File: src/rtl/fractal_sync_rx_ctrl.sv
// fractal_sync_rx_ctrl: sequences the left/right rx request FIFOs of one
// fractal-sync tree node. Matching heads (same id and aggregate) are popped
// together, merged into one request and forwarded upward over valid/ready.
// A head that waits unmatched for TIMEOUT cycles is dropped so that a lost
// partner cannot deadlock the node (TIMEOUT = 0 waits forever).
// Optional statistics counters are compiled in with the macro
// FRACTAL_SYNC_RX_CTRL_STATS_EN.
module fractal_sync_rx_ctrl #(
  parameter int unsigned AGGR_W  = 4,
  parameter int unsigned ID_W    = 2,
  parameter int unsigned SRC_W   = 4,
  parameter int unsigned TIMEOUT = 64
) (
  input  logic              clk_i,
  input  logic              rst_ni,
  input  logic              l_empty_i,
  input  logic [AGGR_W-1:0] l_aggr_i,
  input  logic [ID_W-1:0]   l_id_i,
  input  logic [SRC_W-1:0]  l_src_i,
  output logic              l_pop_o,
  input  logic              r_empty_i,
  input  logic [AGGR_W-1:0] r_aggr_i,
  input  logic [ID_W-1:0]   r_id_i,
  input  logic [SRC_W-1:0]  r_src_i,
  output logic              r_pop_o,
  output logic              tx_valid_o,
  input  logic              tx_ready_i,
  output logic [AGGR_W-1:0] tx_aggr_o,
  output logic [ID_W-1:0]   tx_id_o,
  output logic [SRC_W-1:0]  tx_src_o,
  output logic              error_timeout_o,
`ifdef FRACTAL_SYNC_RX_CTRL_STATS_EN
  output logic [31:0]       sync_cnt_o,
  output logic [15:0]       drop_cnt_o,
`endif
  output logic              busy_o
);

  localparam int unsigned CNT_W = (TIMEOUT == 0) ? 1 : $clog2(TIMEOUT + 1);
  localparam logic [CNT_W-1:0] CNT_MAX = CNT_W'(TIMEOUT);

  typedef enum logic [1:0] {IDLE, WAIT, SEND} state_e;

  state_e             state_q;
  logic [CNT_W-1:0]   cnt_q;
  logic [AGGR_W-1:0]  aggr_q;
  logic [ID_W-1:0]    id_q;
  logic [SRC_W-1:0]   src_q;

  logic match;
  logic both_empty;
  logic take;
  logic drop;

  // Wait counter increment that sticks at TIMEOUT instead of wrapping.
  function automatic logic [CNT_W-1:0] sat_inc(input logic [CNT_W-1:0] v);
    return (v >= CNT_MAX) ? v : v + CNT_W'(1);
  endfunction

  // Merged sources: every leaf that took part in either child request.
  function automatic logic [SRC_W-1:0] merge_src(input logic [SRC_W-1:0] l,
                                                  input logic [SRC_W-1:0] r);
    return l | r;
  endfunction

  assign match = ~l_empty_i & ~r_empty_i & (l_id_i == r_id_i) & (l_aggr_i == r_aggr_i);
  assign both_empty = l_empty_i & r_empty_i;

  // Pop/drop decode; gated by reset so no FIFO is popped while the node is held in reset.
  always_comb begin
    take = 1'b0;
    drop = 1'b0;
    if (rst_ni) begin
      case (state_q)
        IDLE: take = match;
        WAIT: begin
          if (match) begin
            take = 1'b1;
          end else if (!both_empty && (TIMEOUT != 0) && (cnt_q == CNT_MAX)) begin
            drop = 1'b1;
          end
        end
        default: ;
      endcase
    end
  end

  assign l_pop_o         = (take | drop) & ~l_empty_i;
  assign r_pop_o         = (take | drop) & ~r_empty_i;
  assign error_timeout_o = drop;

  assign tx_valid_o = (state_q == SEND);
  assign busy_o     = (state_q != IDLE);
  assign tx_aggr_o  = aggr_q;
  assign tx_id_o    = id_q;
  assign tx_src_o   = src_q;

  // Controller FSM: pair matching, unmatched-head timeout, upstream handshake.
  always_ff @(posedge clk_i or negedge rst_ni) begin
    if (!rst_ni) begin
      state_q <= IDLE;
      cnt_q   <= '0;
      aggr_q  <= '0;
      id_q    <= '0;
      src_q   <= '0;
    end else begin
      case (state_q)
        IDLE: begin
          if (take) begin
            aggr_q  <= l_aggr_i;
            id_q    <= l_id_i;
            src_q   <= merge_src(l_src_i, r_src_i);
            state_q <= SEND;
          end else if (!both_empty) begin
            cnt_q   <= CNT_W'(1);
            state_q <= WAIT;
          end
        end
        WAIT: begin
          if (take) begin
            aggr_q  <= l_aggr_i;
            id_q    <= l_id_i;
            src_q   <= merge_src(l_src_i, r_src_i);
            cnt_q   <= '0;
            state_q <= SEND;
          end else if (both_empty || drop) begin
            cnt_q   <= '0;
            state_q <= IDLE;
          end else begin
            cnt_q   <= sat_inc(cnt_q);
          end
        end
        SEND: begin
          if (tx_ready_i) state_q <= IDLE;
        end
        default: state_q <= IDLE;
      endcase
    end
  end

`ifdef FRACTAL_SYNC_RX_CTRL_STATS_EN
  // Completed handshakes and timeout drops; both wrap naturally.
  always_ff @(posedge clk_i or negedge rst_ni) begin
    if (!rst_ni) begin
      sync_cnt_o <= '0;
      drop_cnt_o <= '0;
    end else begin
      if (tx_valid_o && tx_ready_i) sync_cnt_o <= sync_cnt_o + 32'd1;
      if (error_timeout_o)          drop_cnt_o <= drop_cnt_o + 16'd1;
    end
  end
`endif

endmodule

File: config.mk
export PLATFORM = sky130hd
export DESIGN_NAME = fractal_sync_rx_ctrl
export DESIGN_NICKNAME = d
export VERILOG_FILES = /design/src/rtl/fractal_sync_rx_ctrl.sv
export SDC_FILE = /design/constraint.sdc
export NUM_CORES = 1
export LEC_CHECK = 0
export CAP_MARGIN = 5
export CELL_PAD_IN_SITES_DETAIL_PLACEMENT = 1
export CELL_PAD_IN_SITES_GLOBAL_PLACEMENT = 1
export CORE_MARGIN = 3
export CORE_UTILIZATION = 34
export CTS_CLUSTER_SIZE = 8
export DETAILED_ROUTE_END_ITERATION = 8
export PLACE_DENSITY_LB_ADDON = 0.1
export SYNTH_ARGS = -nofsm -noshare
export SYNTH_HDL_FRONTEND = slang
export SYNTH_SLANG_ARGS = --single-unit
File: constraint.sdc
create_clock -name clk_i -period 6.3 [get_ports clk_i]
set_clock_uncertainty 0.15 [all_clocks]
set_input_delay 1.26 -clock clk_i [delete_from_list [all_inputs] [get_ports clk_i]]
set_output_delay 1.26 -clock clk_i [all_outputs]
set_load 0.01 [all_outputs]
; Yosys cells after proc, flatten, opt, wreduce, memory -nomap -nowiden
; Index checks and enable logic that the tools add are counted.
[word_totals]
regBits = 19
output_inout_bits = 15
input_bits = 25
word_cells = 57
[op_classes]
mux = 19
addsub = 1
n_bitwise = 10
order_cmp = 1
eq_ne = 11
n_reduce_logical = 10
[op_table]
columns = cell, n
row1 = 2-to-1 mux 7 bit, 5
row2 = one-hot mux 7 bit (2 select lines), 1
row3 = 2-to-1 mux 2 bit, 5
row4 = adder 7 x 1 -> 7 bit (second input constant), 1
row5 = == test 7 bit (second input constant), 1
row6 = >= comparator 7 bit (second input constant), 1
row7 = bitwise AND 1 bit, 6
row8 = 2-to-1 mux 1 bit, 6
row9 = != test 3 bit (second input constant), 2
row10 = one-hot mux 2 bit (3 select lines), 1
row11 = == test 4 bit, 1
row12 = != test 2 bit (second input constant), 2
row13 = != test 4 bit (second input constant), 1
row14 = bitwise OR 4 bit, 1
row15 = AND reduction 4 bit, 1
row16 = nonzero test 2 bit, 2
row17 = AND reduction 3 bit, 1
row18 = == test 2 x 1 -> 1 bit (second input constant), 1
row19 = == test 2 bit, 1
row20 = == test 2 bit (second input constant), 1
row21 = logical NOT 2 bit, 1
row22 = != test 2 x 1 -> 1 bit (second input constant), 1
row23 = NOT 1 bit, 2
row24 = one-hot mux 1 bit (2 select lines), 1
row25 = other kinds (6), 6

; Depth between registers and ports, before layout
[depth]
ltp_word = 11
ltp_mapped = 7

; Worst setup path after synthesis
; Ideal clock, no wire load.
[synth_timing]
kind = in2out
start = in r_aggr_i[1]
end = out l_pop_o
path_buffers = 1
arrival_ns = 2.576
required_time_ns = 4.890
path_stages = 6
path_slack_ns = 2.314
path_cell_list = xnor2_1 -> nand4_2 -> or4_4 -> buf_6 -> and2_2 -> nor2_1
[synth_via]
elab_chain_len = 7
elab_cells_between_ends = 10
classes_between = eq/ne (1) / mux (6) / bitwise (3)
[synth_rtl]
columns = item, line
row1 = "start, declared", 22  ; input logic [AGGR_W-1:0] r_aggr_i,
row2 = == test 4 bit *, 66  ; assign match = ~l_empty_i & ~r_empty_i & (l_id_i == r_id_i) & (l_aggr_i == r_aggr_i);
row3 = bitwise AND 1 bit *, 66
row4 = 2-to-1 mux 1 bit, 77  ; if (match) begin
row5 = one-hot mux 1 bit (2 select lines) or 2-to-1 mux 1 bit (tied branches), 74  ; case (state_q)
row6 = 2-to-1 mux 1 bit, 73  ; if (rst_ni) begin
row7 = bitwise OR 1 bit *, 88  ; assign l_pop_o = (take | drop) & ~l_empty_i;
row8 = bitwise AND 1 bit *, 88
row9 = "end, declared", 20  ; output logic l_pop_o,
; Mark *: on every way between the ends. The rest lies on a longest branch, timed or not.

; Worst setup path after layout
[layout_timing]
start = in rst_ni
end = out r_pop_o
[layout_via]
elab_chain_len = 3
elab_cells_between_ends = 4
classes_between = mux (2) / bitwise (2)
[layout_rtl]
columns = item, line
row1 = "start, declared", 15  ; input logic rst_ni,
row2 = 2-to-1 mux 1 bit, 73
row3 = bitwise OR 1 bit *, 89  ; assign r_pop_o = (take | drop) & ~r_empty_i;
row4 = bitwise AND 1 bit *, 89
row5 = "end, declared", 25  ; output logic r_pop_o,
; Marked as above.

==> results.cfg <==
[status]
outcome = complete, no violations

[cts]
root_buffer = clkbuf_4
cts_setup_buffers = 0
cts_buffers = 3
clk_pin_slew_ps = 110
cts_resized = 0
htreeDepth = 1
cts_buffer_depth = 2
worstSkewPairLatency_ps = 300
cts_tree = yes
cts_hold_buf = 0
clock-sinks = 19

[placement]
hpwl_um = 2300
place_ws_ps = 1220
routabilityCongestion = 0.752
place_inst = 189
placed_cell_area_sq_mm = 0.00151
portBuffers = 39

[global_routing]
antenna_found_initial = 0
grt_pass1_wl_um = 5270
grt_usage_pct = 16.5
grt_start_max_net_pins = 22
grt_pass1_vias = 1120
grt-ovfl-total = 0

[logic_synthesis]
synth_top_cell_by_area = dfrtp_1
synth_area_leaders = dfrtp_1 (44%), mux2_2 (6.3%), nor2_1 (5.3%)
ys_warn_count = 0
synth_top_area_share_pct = 44.3
synth_area_sq_mm = 0.00107
synth-edff-count = 0
synth-main-ff-cell = dfrtp_1
ys_ff_latch = 19
synth.avg_cell_area_sq_um = 9.75
yosys-top-cells-count = dfrtp_1 (19), nor2_1 (15), inv_1 (8)
synth_fp_nets = 137
yosysUniqueCellTypes = 35
yosysMostFrequentCell = dfrtp_1
async_flop_share_pct = 100
yosysSeqAreaShare_pct = 44.3
synth_cells = 110

[sta]
min_period_ps = 5040
fmax_mhz = 198
setup_slack_ps = 1260
fin_crit_sh_pct = 80.0
relSlewSlack_pct = 58.2
tns_ps = 0
max_slew.worst_pin.slew_ps = 622
fin_hold_ws_ps = 370
rsz0062_at_grt = false
setup-violations-final = 0
hold_viol = 0
drv_slew = 0

[route]
num_vias = 1007
firstDrtPassIters = 4
final_antenna_net_count = 0
drt-total-wl_um = 2990
post-route-drc-count = 0
vias_per_cell = 5.19
drtIter0Drc = 25
wire_per_inst_um = 15.4

[job]
drv_cap = 0

[critical_path]
setup.worst_path.end = r_pop_o
crit_arrival_ps = 3630
critical_path.startpoint_type = primary input
slowest_delay_ps = 630
critPathLaunch = rst_ni
reg2reg_depth = 7
r2r_slack_ps = 4230
worst-setup-path-type = primary input to output pin
timing.rr.start = cnt_q[0]$_DFFE_PN0P_
crit_slowest_cell = or4_4
crit_top_cell = clkdlybuf4s50_1
cp_max_fo = 21
required_ps = 4890
timing.critical_path.cells = clkdlybuf4s50_1 > buf_4 > inv_1 > or4_4 > and2_2 > nor2_1 > clkdlybuf4s50_1
end_kind = output pin
rr_endpoint = cnt_q[1]$_DFFE_PN0P_

[floorplanning]
ioPinCount = 40
fp.dieH_um = 62.2
fp-row-count = 19
dieWidth_um = 62.2
initial_core_util_pct = 37.3
fp.coreArea_sq_mm = 0.00288
die_area_sq_mm = 0.00386

[finish]
layout.cells.non_filler = 194
drive_above_1_share_pct = 12.5
fillCellCount = 344
design_area_sq_mm = 0.00154
syn_to_final_growth_pct = 43.6
antennaDiodeCount = 0
nets = 180

[power]
p_leak_uw = 0.000649
vdd_drop_max_mv = 0.0797
p_per_area_mw_per_mm2 = 186

[worst_hold_path]
hold_class = register to register
where the power goes:
part | leakage, uW | switching [uW] | total [uW] | internal [uW]
Sequential | 0.000255 | 10.4 | 145 | 134
Clock | 0.0000177 | 40.5 | 64.1 | 23.6
Combinational | 0.000377 | 33.1 | 76.8 | 43.7
per-stage QoR:
step	util, %	total power [uW]
floorplan	-	181
global placement	52.4	220
detailed placement	52.4	225
CTS	53.4	290
global route	53.5	306
finish	53.5	286
logic make-up (layout without fill, tap and decap cells):
logic type	count (synthesis)	after routing	synth area share, %
DFF	19	19	44.3
and+or+nand+nor	45	45	22.9
adders and majority gates	2	2	2.33
muxes	7	7	7.23
AOI/OAI and AO/OA	19	19	13.4
buffers and inverters	12	54	4.90
xor gates and xnor gates	6	6	4.90
registers in the layout (all words and copies together), names as in the netlist:
signal and count:
cnt_q 7, state_q 2, tx_aggr_o 4, tx_id_o 2, tx_src_o 4
layout make-up:
type                       instances  area (sq um)  share of cell area (%)
clock inverter                     1          5.00                   0.325
tap                               42          52.6                    3.41
inverter                           8          30.0                    1.95
timing repair buffer              42           410                    26.6
clock buffer                       3          22.5                    1.46
multi-input combinational         79           544                    35.3
sequential                        19           475                    30.9
cell usage in the layout, fill, tap and decap left out, types with 3 or more instances in the layout:
master	Yosys	routed
clkdlybuf4s50_1	0	39
mux2_2	6	6
clkbuf_4	0	3
a21oi_1	6	6
nand4_1	4	4
xnor2_1	6	6
o211ai_1	4	4
inv_1	8	8
nor2_1	15	15
nand3_1	7	7
nor3_1	4	4
dfrtp_1	19	19
worst min path at each step:
stage                                  start                        to  slack (ps)  cells past startpoint
global placement      tx_id_o[1]$_DFFE_PN0P_    tx_id_o[1]$_DFFE_PN0P_         340                      1
finish              tx_aggr_o[3]$_DFFE_PN0P_  tx_aggr_o[3]$_DFFE_PN0P_         370                      1
detailed placement  tx_aggr_o[2]$_DFFE_PN0P_  tx_aggr_o[2]$_DFFE_PN0P_         340                      1
floorplan               cnt_q[5]$_DFFE_PN0P_      cnt_q[5]$_DFFE_PN0P_         370                      2
global route        tx_aggr_o[3]$_DFFE_PN0P_  tx_aggr_o[3]$_DFFE_PN0P_         400                      1
CTS                 tx_aggr_o[3]$_DFFE_PN0P_  tx_aggr_o[3]$_DFFE_PN0P_         370                      1
critical path, delay by kind of cell:
kind          cells  cell delay, ps
simple gates      3             950
buf+inv           4            1420
routing by layer:
metal	vias up	global-route usage (%)	share of wire, %
met5	-	0	0
met4	0	5.52	1.2
met3	4	3.42	5.1
met2	28	28.9	51
met1	495	20.2	43
li1	480	-	-
(Power assumes the default switching activity.)
